### src/rtl/spi_sample_transmitter.sv
`default_nettype none
// ============================================================================
// Module      : spi_sample_transmitter
// Description : SPI master that serialises parallel PCM samples onto a
//               3-wire link (serial_clk, chip_select, mosi), MSB first, one
//               chip-select-framed word per sample. serial_clk is derived
//               from input_clk by dividing it by CLK_DIV.
// Ports       : input_clk    - system clock
//               reset        - synchronous, active-high reset
//               sample_in    - sample word, captured on accept
//               sample_valid - sample_in is valid
//               sample_ready - block can accept a sample (high in IDLE)
//               serial_clk   - SPI clock, idles low, receiver samples on rise
//               chip_select  - active-low frame enable
//               mosi         - serial data, MSB first
//               busy         - high whenever the FSM is not IDLE
//               frame_done   - one-cycle pulse as chip_select deasserts
// Revision    : 1.0 - initial release
// ============================================================================
module spi_sample_transmitter #(
  parameter int DATA_WIDTH = 16,
  parameter int CLK_DIV    = 4,
  parameter int GAP_CYCLES = 4
) (
  input  logic                  input_clk,
  input  logic                  reset,
  input  logic [DATA_WIDTH-1:0] sample_in,
  input  logic                  sample_valid,
  output logic                  sample_ready,
  output logic                  serial_clk,
  output logic                  chip_select,
  output logic                  mosi,
  output logic                  busy,
  output logic                  frame_done
);

  localparam int HALF  = CLK_DIV / 2;
  localparam int MAXC  = (HALF > GAP_CYCLES) ? HALF : GAP_CYCLES;
  // One shared counter times SETUP/SHIFT/HOLD half-periods and the GAP.
  localparam int CW    = $clog2(MAXC + 1);
  localparam int BW    = $clog2(DATA_WIDTH + 1);

  localparam logic [2:0] ST_IDLE  = 3'd0;
  localparam logic [2:0] ST_SETUP = 3'd1;
  localparam logic [2:0] ST_SHIFT = 3'd2;
  localparam logic [2:0] ST_HOLD  = 3'd3;
  localparam logic [2:0] ST_GAP   = 3'd4;

  logic [2:0]            state_q, state_d;
  logic [CW-1:0]         cnt_q, cnt_d;
  logic [BW-1:0]         bit_q, bit_d;
  logic [DATA_WIDTH-1:0] shreg_q, shreg_d;

  logic ready_q, ready_d;
  logic sclk_q, sclk_d;
  logic cs_q, cs_d;
  logic mosi_q, mosi_d;
  logic busy_q, busy_d;
  logic done_q, done_d;

  logic half_done;
  logic gap_done;

  assign half_done = (cnt_q == CW'(HALF - 1));
  assign gap_done  = (cnt_q == CW'(GAP_CYCLES - 1));

  // --------------------------------------------------------------------------
  // State and output registers: every output comes straight from a flop.
  // --------------------------------------------------------------------------
  always_ff @(posedge input_clk) begin
    if (reset) begin
      state_q <= ST_IDLE;
      cnt_q   <= '0;
      bit_q   <= '0;
      shreg_q <= '0;
      ready_q <= 1'b1;
      sclk_q  <= 1'b0;
      cs_q    <= 1'b1;
      mosi_q  <= 1'b0;
      busy_q  <= 1'b0;
      done_q  <= 1'b0;
    end else begin
      state_q <= state_d;
      cnt_q   <= cnt_d;
      bit_q   <= bit_d;
      shreg_q <= shreg_d;
      ready_q <= ready_d;
      sclk_q  <= sclk_d;
      cs_q    <= cs_d;
      mosi_q  <= mosi_d;
      busy_q  <= busy_d;
      done_q  <= done_d;
    end
  end

  // --------------------------------------------------------------------------
  // Next-state logic
  // --------------------------------------------------------------------------
  always_comb begin
    state_d = state_q;
    cnt_d   = cnt_q;
    bit_d   = bit_q;
    shreg_d = shreg_q;
    case (state_q)
      ST_IDLE: begin
        if (sample_valid) begin
          // Divider restarts on every accept so edge timing never depends
          // on the previous frame.
          state_d = ST_SETUP;
          cnt_d   = '0;
          bit_d   = '0;
          shreg_d = sample_in;
        end
      end
      ST_SETUP: begin
        if (half_done) begin
          state_d = ST_SHIFT;
          cnt_d   = '0;
        end else begin
          cnt_d = cnt_q + CW'(1);
        end
      end
      ST_SHIFT: begin
        if (half_done) begin
          cnt_d = '0;
          // sclk_q high here means this half-period ends with a falling edge.
          if (sclk_q) begin
            if (bit_q == BW'(DATA_WIDTH - 1)) begin
              state_d = ST_HOLD;
            end else begin
              bit_d   = bit_q + BW'(1);
              shreg_d = {shreg_q[DATA_WIDTH-2:0], 1'b0};
            end
          end
        end else begin
          cnt_d = cnt_q + CW'(1);
        end
      end
      ST_HOLD: begin
        if (half_done) begin
          state_d = ST_GAP;
          cnt_d   = '0;
        end else begin
          cnt_d = cnt_q + CW'(1);
        end
      end
      ST_GAP: begin
        if (gap_done) begin
          state_d = ST_IDLE;
          cnt_d   = '0;
        end else begin
          cnt_d = cnt_q + CW'(1);
        end
      end
      default: begin
        state_d = ST_IDLE;
        cnt_d   = '0;
      end
    endcase
  end

  // --------------------------------------------------------------------------
  // Output logic: next values of the output flops, derived from the
  // upcoming state so outputs line up with the state they describe.
  // --------------------------------------------------------------------------
  always_comb begin
    cs_d    = !((state_d == ST_SETUP) || (state_d == ST_SHIFT) ||
                (state_d == ST_HOLD));
    sclk_d  = 1'b0;
    if (state_d == ST_SHIFT) begin
      if (state_q == ST_SETUP) begin
        sclk_d = 1'b1;              // first rising edge ends SETUP
      end else if (half_done) begin
        sclk_d = ~sclk_q;
      end else begin
        sclk_d = sclk_q;
      end
    end
    // shreg_d MSB is the bit on the wire; it only moves on falling edges.
    mosi_d  = ((state_d == ST_SETUP) || (state_d == ST_SHIFT)) ?
              shreg_d[DATA_WIDTH-1] : 1'b0;
    ready_d = (state_d == ST_IDLE);
    busy_d  = (state_d != ST_IDLE);
    done_d  = (state_q == ST_HOLD) && (state_d == ST_GAP);
  end

  assign sample_ready = ready_q;
  assign serial_clk   = sclk_q;
  assign chip_select  = cs_q;
  assign mosi         = mosi_q;
  assign busy         = busy_q;
  assign frame_done   = done_q;

endmodule
`default_nettype wire

### config.mk
export PLATFORM = sky130hd
export DESIGN_NAME = spi_sample_transmitter
export DESIGN_NICKNAME = d
export VERILOG_FILES = /design/src/rtl/spi_sample_transmitter.sv
export SDC_FILE = /design/constraint.sdc
export NUM_CORES = 1
export LEC_CHECK = 0
export CORE_AREA = 2 2 62 64
export DETAILED_ROUTE_END_ITERATION = 16
export DIE_AREA = 0 0 64 66
export GPL_TIMING_DRIVEN = 0
export PLACE_DENSITY = 0.76
export SETUP_SLACK_MARGIN = 0.5
export SLEW_MARGIN = 15
export SYNTH_ARGS = -nofsm -noshare
export SYNTH_HDL_FRONTEND = slang
export SYNTH_SLANG_ARGS = --single-unit
### constraint.sdc
create_clock -name input_clk -period 1.8 [get_ports input_clk]
set_input_delay 0.18 -clock input_clk [delete_from_list [all_inputs] [get_ports input_clk]]
set_output_delay 0.18 -clock input_clk [all_outputs]
set_load 0.005 [all_outputs]
==> summary.txt, run 1 <==
Logic synthesis
  • Synth area leaders: dfxtp_1 41%, a22oi_2 6.2%, a21oi_2 4.9%, ha_1 4.7%, nand2_1 4.0%
  • Synth Area in XOR/XNOR: 1.63%
  • Post-synthesis cell count: 163
  • Synth Area in Compound Gates: 24.8%
  • EDFF count, synth: 0
  • Leading area contributor after synthesis: dfxtp_1
  • Syn_area_per_cell: 9.86 µm²
  • Synth Area in Adders: 4.67%
  • Netlist cell types: 38
  • Post-Synth Simple-Gate Area: 18.8%
  • Yosys reg bits: 33
  • Register area share after synthesis: 41.1%
  • Syn nets: 188
  • Share of the synthesized area in the top cell type: 41.1%
  • Multiplexer area fraction after synthesis: 1.87%
  • Synth warn: 0
  • Ys flop type: dfxtp_1
  • Async S/R FF share, synth: 0%
  • Synthesized area: 0.00161 mm²
  • Main combinational cell family by area after synthesis: compound AO/OA/AOI/OAI gates

Detailed routing
  • Number of detailed-route iterations in the first pass: 4
  • Routed met1 length: 1500 µm
  • WL/cell: 14.3 µm
  • Met2 WL post-DR: 1940 µm
  • Via density: 5.34
  • DR DRC count: 0
  • ANT nets after route: 0
  • DR vias: 1373
  • Routed wire length: 3680 µm
  • Top layer in use: met4
  • Iter 0 DRT Violations: 75
  • Met3 wire len: 164 µm

STA
  • Actual slew at the worst max-slew pin: 0.685 ns
  • Worst setup margin: -0.0235 ns
  • Final worst path period share: 101%
  • Fmax: 548 MHz
  • Layout Skew: 0.00773 ns
  • Final setup fails: 1
  • Max_slew headroom: 54.3%
  • Unrepaired setup endpoints after global routing: yes
  • Max Transition Viols Final: 0
  • Min Tclk post-route: 1.82 ns
  • Hold Fails Final Rpt: 0
  • Hold slack: 0.405 ns

Setup path
  • Crit Path Class: reg -> reg
  • CP Max Fanout: 5
  • WP buf/inv: 2
  • Cell breakdown of the critical path: ha_4 > and3_4 > ha_4 > and3b_4 > a221oi_4 > buf_4 > buf_6 > nor2_4
  • CP top delay family: simple AND/OR/NAND/NOR gates
  • Crit-path max cell delay: 0.37 ns
  • Crit path DAT: 2.05 ns
  • CP required: 2.02 ns
  • Setup crit end kind: flop
  • Critical Path Source Type: flop
  • Slowest cell on the critical path: a221oi_4
  • Worst path most repeated cell: ha_4

Global route
  • Vias in the first global route: 1326
  • Congestion Overflow GR: 0
  • Initial antenna violation count: 0
  • Global Route Usage Sum: 18.7%
  • Pin count of the biggest net entering global routing: 11
  • Global-route wire length before repair: 6070 µm

Final layout
  • Syn-to-layout area delta: 45.7%
  • Diode count: 0
  • Layout cell share with drive strength beyond 1: 40.2%
  • Post-route cell area: 0.00234 mm²
  • Final Util: 66.0%
  • Nets: 233
  • Commonest cells after routing, fill and taps aside: 26 x dfxtp_1, 19 x clkdlybuf4s50_1, 17 x nand2_1
  • Most common cell after layout, fill and taps aside: dfxtp_1

Run
  • Max_cap viols: 0

Clock tree
  • CTS Buf Count: 5
  • Sink Count: 33
  • Root buffer cell: clkbuf_4
  • Hold buffers post-CTS: 0
  • CTS tree: done
  • Worst-Skew Late Latency: 0.34 ns
  • Clk buf depth: 2
  • H-tree depth: 2
  • Clock Pin Slew Worst Setup and Hold Paths: 0.10 ns

Placed design
  • Placed Area: 0.00200 mm²
  • PortBufs: 24
  • Gpl congestion: 0.845
  • Hpwl dp: 2330 µm

Power
  • PwrDens: 657 mW/mm²
  • Pleak: 0.822 nW
  • Max VDD drop: 0.490 mV

Floorplan
  • Row count: 22
  • Die area: 0.00422 mm²
  • Starting density of the core: 45.3%
  • Die width: 64 µm
  • Core Region: 0.00355 mm²
  • Die Height: 66 µm
  • IO Pins: 25

Outcome
  • Violated checks: negative setup slack
  • Status: finished with violations

Min path
  • Worst min-delay path class: in -> reg
-- worst min-delay path: stages --
cell             delay, ns
clkdlybuf4s50_1       0.41
nand2_1               0.06
a21oi_1               0.06
-- logic make-up after synthesis --
group                      Yosys count
DFF                                 33
AOI/OAI and AO/OA                   47
and+or+nand+nor                     52
muxes                                3
buffers and inverters               19
xor gates and xnor gates             3
adders and majority gates            6
-- power breakdown --
group | switching (W) | leakage [nW] | total (W) | internal (W)
clock | 0.000250 | 0.0320 | 0.000398 | 0.000149
sequential | 0.0000296 | 0.274 | 0.000801 | 0.000772
combinational | 0.000161 | 0.516 | 0.000340 | 0.000179
total | 0.000440 | 0.822 | 0.00154 | 0.00110
-- area by class of cell --
class / count / area, µm²
clock buffers: 6 / 41.3
well taps: 48 / 60.1
plain buffers: 10 / 91.3
clock inverters: 2 / 10.0
inverters: 9 / 33.8
flip-flops and latches: 33 / 672
fillers: 289 / 1210
repair buffers: 38 / 399
multi-input cells: 111 / 1030
-- layer usage --
metal  global-route usage, %  vias to the layer above
li1                        -                      673
met1                    20.7                      660
met2                    34.5                       32
met3                    5.45                        8
met4                    5.71                        0
met5                       0                        -
-- synth_stat cells (2+ instances only) --
cell type and instances:
nand3_1 3, ha_1 6, a22oi_1 8, clkbuf_1 3, dfxtp_1 33, a22oi_2 8, nand2_1 17, a211oi_1 3
nor3_1 4, a21oi_1 12, buf_6 2, and3_1 3, a21oi_2 9, nor2_1 9, buf_8 2, nand2b_1 3
a32oi_1 2, buf_2 2, xor2_1 2, mux2i_1 3, inv_1 9, nor2b_1 3, o31ai_1 2
-- per-stage QoR --
stage	TNS [ns]	cells	setup WS, ns	total power [W]
global route	-1.02	257	-0.0972	0.00163
detailed placement	-0.413	235	-0.0727	0.00110
global placement	-0.269	235	-0.0633	0.00109
floorplan	0	163	0.115	0.000997
CTS	0	254	0.0104	0.00151
finish	-0.0235	257	-0.0235	0.00154
-- what timing repair did --
action	in CTS	in global routing
gates resized for setup	21	17
pin swaps	13	15
gates cloned	1	0
setup buffers	10	3
setup endpoints to repair	38	34
-- final timing paths --
| kind | cells past startpoint | startpoint | slack, ns | end |
|---|---|---|---|---|
| worst max register to register | 8 | bit_q[1] | -0.02 | state_q[0] |
| worst min-delay path | 3 | sample_in[0] | 0.40 | shreg_q[0] |
| worst min register to register | 2 | shreg_q[3] | 0.47 | shreg_q[3] |
| worst max-delay path | 8 | bit_q[1] | -0.02 | state_q[0] |
-- registers in the layout (all words and copies together), names as in the netlist --
| name | count |
|---|---|
| frame_done | 1 |
| serial_clk | 1 |
| chip_select | 1 |
| state_q | 3 |
| bit_q | 5 |
| mosi | 1 |
| shreg_q | 16 |
| sample_ready | 1 |
| busy | 1 |
| cnt_q | 3 |
Power figures use the tool's default switching activity.
==> run 2: changes to the inputs <==
Settings changed: SKIP_LAST_GASP from default to 1.
==> summary.txt, run 2 (same netlist as run 1, synthesis figures left out) <==
Outcome
  • Violated checks: negative setup slack
  • Status: finished with violations

Detailed routing
  • DR vias: 1374
  • ANT nets after route: 0
  • Met3 wire len: 167 µm
  • Number of detailed-route iterations in the first pass: 4
  • DR DRC count: 0
  • Top layer in use: met4
  • Iter 0 DRT Violations: 64
  • WL/cell: 14.2 µm
  • Via density: 5.35
  • Routed met1 length: 1510 µm
  • Met2 WL post-DR: 1900 µm
  • Routed wire length: 3660 µm

Power
  • Switching share of power: 28.6%
  • Seq pwr share: 52.1%
  • Comb power frac: 21.9%
  • Clock power frac: 26.0%
  • Max VDD drop: 0.491 mV
  • Pleak: 0.820 nW
  • PwrDens: 659 mW/mm²
  • NetSw: 0.000440 W
  • Int Pwr: 0.00110 W

Floorplan
  • Die area: 0.00422 mm²
  • IO Pins: 25
  • Die width: 64 µm
  • Starting density of the core: 45.3%
  • Row count: 22
  • Core Region: 0.00355 mm²
  • Die Height: 66 µm

Clock tree
  • H-tree depth: 2
  • Hold buffers post-CTS: 0
  • Clk buf depth: 2
  • Clock Pin Slew Worst Setup and Hold Paths: 0.10 ns
  • CTS tree: done
  • CTS Buf Count: 5
  • Worst-Skew Late Latency: 0.34 ns
  • Root buffer cell: clkbuf_4
  • Sink Count: 33

STA
  • Worst setup margin: -0.0274 ns
  • Hold Fails Final Rpt: 0
  • Final setup fails: 1
  • Max Transition Viols Final: 0
  • Max_slew headroom: 54.3%
  • Actual slew at the worst max-slew pin: 0.685 ns
  • Fmax: 547 MHz
  • Layout Skew: 0.00725 ns
  • Unrepaired setup endpoints after global routing: yes
  • Min Tclk post-route: 1.83 ns
  • Final worst path period share: 102%

Placed design
  • Gpl congestion: 0.845
  • Placed Area: 0.00200 mm²
  • PortBufs: 24
  • Hpwl dp: 2330 µm
  • Pre-CTS setup slack: -0.0727 ns

Setup path
  • CP required: 2.02 ns
  • CP Max Fanout: 5
  • FF-to-FF Start: bit_q[1]
  • Setup crit end kind: flop
  • Crit Path Class: reg -> reg
  • Critical Path Source Type: flop
  • Crit. Startpoint: bit_q[1]
  • Crit path DAT: 2.05 ns

Global route
  • Global-route wire length before repair: 6070 µm
  • Congestion Overflow GR: 0
  • Pin count of the biggest net entering global routing: 11
  • Initial antenna violation count: 0
  • Global Route Usage Sum: 18.7%
  • Vias in the first global route: 1326

Final layout
  • Post-route cell area: 0.00234 mm²
  • Most common cell after layout, fill and taps aside: dfxtp_1
  • Biggest register: shreg_q
  • Fill count: 290
  • Layout cell share with drive strength beyond 1: 40.2%
  • Max reg flops: 16
  • Commonest cells after routing, fill and taps aside: 26 x dfxtp_1, 19 x clkdlybuf4s50_1, 17 x nand2_1
  • Nets: 233
  • Leading registers by flop count: shreg_q (16), bit_q (5)
  • Syn-to-layout area delta: 45.3%
  • Diode count: 0

Min path
  • HP Start: sample_in[0]
  • Worst min-delay path class: in -> reg

Run
  • Max_cap viols: 0
run 2: changes by cell type in the layout (fill, tap and decap cells not counted):
cell    delta
nor3_2     +1
nor3_4     -1
run 2: final cells by class:
class / instances / area (µm²) / share of cell area, %
Timing Repair Buffer: 38 / 399 / 17.1
Clock buffer: 6 / 41.3 / 1.77
Tap cell: 48 / 60.1 / 2.57
Buffer: 10 / 91.3 / 3.91
Multi-Input combinational cell: 111 / 1030 / 44.0
Sequential cell: 33 / 672 / 28.8
Inverter: 9 / 33.8 / 1.45
Clock inverter: 2 / 10.0 / 0.428
run 2: through the flow:
step	instances	power (W)	setup TNS, ns	utilization, %	hold WS (ns)
after floorplan	163	0.000997	0	-	0.260
after global placement	235	0.00109	-0.269	56.4	0.444
after detailed placement	235	0.00110	-0.413	56.4	0.451
after CTS	254	0.00151	0	62.9	0.404
after global routing	257	0.00163	-1.02	65.8	0.413
final	257	0.00154	-0.0274	65.8	0.402
run 2: power by group through the flow:
stage	Sequential, W	Clock, W	Combinational, W
2_1_floorplan	0.000811	0	0.000186
3_3_place_gp	0.000813	0	0.000275
3_5_place_dp	0.000815	0	0.000281
4_1_cts	0.000798	0.000407	0.000302
5_1_grt	0.000807	0.000458	0.000365
6_report	0.000801	0.000400	0.000338
run 2: routing by layer:
layer / track usage (%) / vias to the layer above
li1: - / 674
met1: 20.7 / 660
met2: 34.5 / 32
met3: 5.45 / 8
met4: 5.71 / 0
met5: 0 / -
run 2: path summary, 6_finish.rpt:
check / end / slack, ns / cells past startpoint
max: state_q[0] / -0.03 / 8
min: shreg_q[0] / 0.40 / 3
max reg2reg: state_q[0] / -0.03 / 8
min reg2reg: shreg_q[3] / 0.47 / 2
run 2: critical path, cell delays in order (launching register included):
cell and delay [ns]:
dfxtp_2 0.35, ha_4 0.15, and3_4 0.18, ha_4 0.16, and3b_4 0.19, a221oi_4 0.37, buf_4 0.18, buf_6 0.09
nor2_4 0.03
run 2: timing repair:
item	in CTS	in global routing
pin swaps	13	15
gates cloned	1	0
buffers inserted	10	3
gates resized for setup	21	16
setup endpoints to repair	38	34
==> run 3: changes to the inputs <==
Settings changed: GPL_TIMING_DRIVEN 0 to default.
==> summary.txt, run 3 (same netlist as run 1, synthesis figures left out) <==
STA
  • Unrepaired setup endpoints after global routing: yes
  • Hold Fails Final Rpt: 0
  • Max Transition Viols Final: 0
  • Min Tclk post-route: 1.74 ns
  • Final worst path period share: 96.4%
  • Final setup fails: 0
  • Max_slew headroom: 69.8%
  • Fmax: 576 MHz
  • Actual slew at the worst max-slew pin: 0.452 ns
  • Layout Skew: 0.00777 ns

Clock tree
  • CTS Buf Count: 5
  • Sink Count: 33
  • Clk buf depth: 2
  • Worst-Skew Late Latency: 0.34 ns
  • Hold buffers post-CTS: 0
  • CTS tree: done
  • H-tree depth: 2
  • Clock Pin Slew Worst Setup and Hold Paths: 0.10 ns
  • Root buffer cell: clkbuf_4

Floorplan
  • Die Height: 66 µm
  • Row count: 22
  • IO Pins: 25
  • Die area: 0.00422 mm²
  • Die width: 64 µm
  • Starting density of the core: 45.3%
  • Core Region: 0.00355 mm²

Setup path
  • Critical Path Source Type: flop
  • WP buf/inv: 2
  • Slowest cell on the critical path: dfxtp_2
  • Crit-path max cell delay: 0.35 ns
  • Crit Path Class: reg -> reg
  • Crit path DAT: 2.00 ns
  • CP top delay family: simple AND/OR/NAND/NOR gates
  • Cell breakdown of the critical path: ha_4 > and3_4 > ha_4 > nor3b_4 > buf_6 > and2_4 > buf_6 > a22oi_2 > a21oi_1
  • CP Max Fanout: 5
  • Setup crit end kind: flop
  • CP required: 2.07 ns

Final layout
  • Final Util: 67.5%
  • Biggest register: shreg_q
  • Diode count: 0
  • Leading registers by flop count: shreg_q (16), bit_q (5)
  • Most common cell after layout, fill and taps aside: dfxtp_1
  • Commonest cells after routing, fill and taps aside: 27 x dfxtp_1, 19 x clkdlybuf4s50_1, 15 x a21oi_2
  • Post-route cell area: 0.00240 mm²
  • Post-route insts no fill: 254
  • Syn-to-layout area delta: 49.1%
  • Fill count: 279
  • Max reg flops: 16
  • Layout cell share with drive strength beyond 1: 48.1%
  • Nets: 230

Detailed routing
  • DR DRC count: 0
  • Via density: 5.35
  • Routed wire length: 3960 µm
  • DR vias: 1358
  • WL/cell: 15.6 µm
  • Iter 0 DRT Violations: 75
  • Number of detailed-route iterations in the first pass: 4
  • ANT nets after route: 0

Power
  • Pleak: 0.834 nW
  • Max VDD drop: 0.595 mV
  • PwrDens: 725 mW/mm²
  • Final Total Pwr: 0.00174 W

Placed design
  • Hpwl dp: 2350 µm
  • Placed Cells: 234
  • PortBufs: 24
  • Gpl congestion: 0.783
  • Placed Area: 0.00201 mm²

Global route
  • Global Route Usage Sum: 18.8%
  • Pin count of the biggest net entering global routing: 25
  • Congestion Overflow GR: 0
  • Initial antenna violation count: 0
  • Vias in the first global route: 1329
  • Global-route wire length before repair: 6030 µm

Outcome
  • Status: completed

Min path
  • Worst min-delay path class: in -> reg

Run
  • Max_cap viols: 0
run 3: cell types whose count changed in the layout (fill, tap and decap cells not counted), moves of 5 or more:
cell,delta
a21oi_1,-6
nand2_2,+5
nand2_1,-7
a21oi_2,+6
run 3: power by group:
group / internal (W) / total, W / leakage [nW] / switching [W]
Clock: 0.000332 / 0.000584 / 0.0455 / 0.000253
Sequential: 0.000772 / 0.000813 / 0.273 / 0.0000416
Combinational: 0.000180 / 0.000339 / 0.516 / 0.000159
Total: 0.00128 / 0.00174 / 0.834 / 0.000453
run 3: final timing paths:
path	cells past startpoint	end	slack, ns	from
setup / recovery	9	shreg_q[14]	0.06	bit_q[0]
hold / removal	3	shreg_q[0]	0.45	sample_in[0]
setup reg to reg	9	shreg_q[14]	0.06	bit_q[0]
hold reg to reg	2	shreg_q[14]	0.47	shreg_q[14]
run 3: layer usage:
layer  GRT usage [%]  share of wire [%]
met3            6.13                4.2
met5               0                  0
met1            19.8                 41
met4            7.34                1.5
met2            34.5                 53
run 3: area by class of cell:
| cell class | count | area [µm²] | share of cell area, % |
|---|---|---|---|
| timing repair buffer | 44 | 448 | 18.7 |
| sequential | 33 | 673 | 28.1 |
| tap | 48 | 60.1 | 2.51 |
| multi-input combinational | 112 | 1100 | 45.8 |
| clock inverter | 1 | 30.0 | 1.25 |
| clock buffer | 7 | 55.1 | 2.30 |
| inverter | 9 | 33.8 | 1.41 |
run 3: through the flow:
step                hold WS [ns]  worst slack [ns]  TNS [ns]
floorplan                  0.260             0.115         0
global route               0.453           -0.0104   -0.0218
CTS                        0.406            0.0742         0
global placement           0.444            0.0785         0
detailed placement         0.456            0.0305         0
finish                     0.446            0.0647         0
run 3: repair_timing:
item,4_1_cts,5_1_grt
pin swaps,13,22
cloned,1,1
endpoints found under the setup margin,39,34
gates resized for setup,22,36
buffers inserted,6,4
run 3: worst reg2reg max path, cell delays in order, from the launching register on:
cell	delay, ns
dfxtp_2	0.35
ha_4	0.16
and3_4	0.18
ha_4	0.16
nor3b_4	0.19
buf_6	0.16
and2_4	0.17
buf_6	0.11
a22oi_2	0.04
a21oi_1	0.15
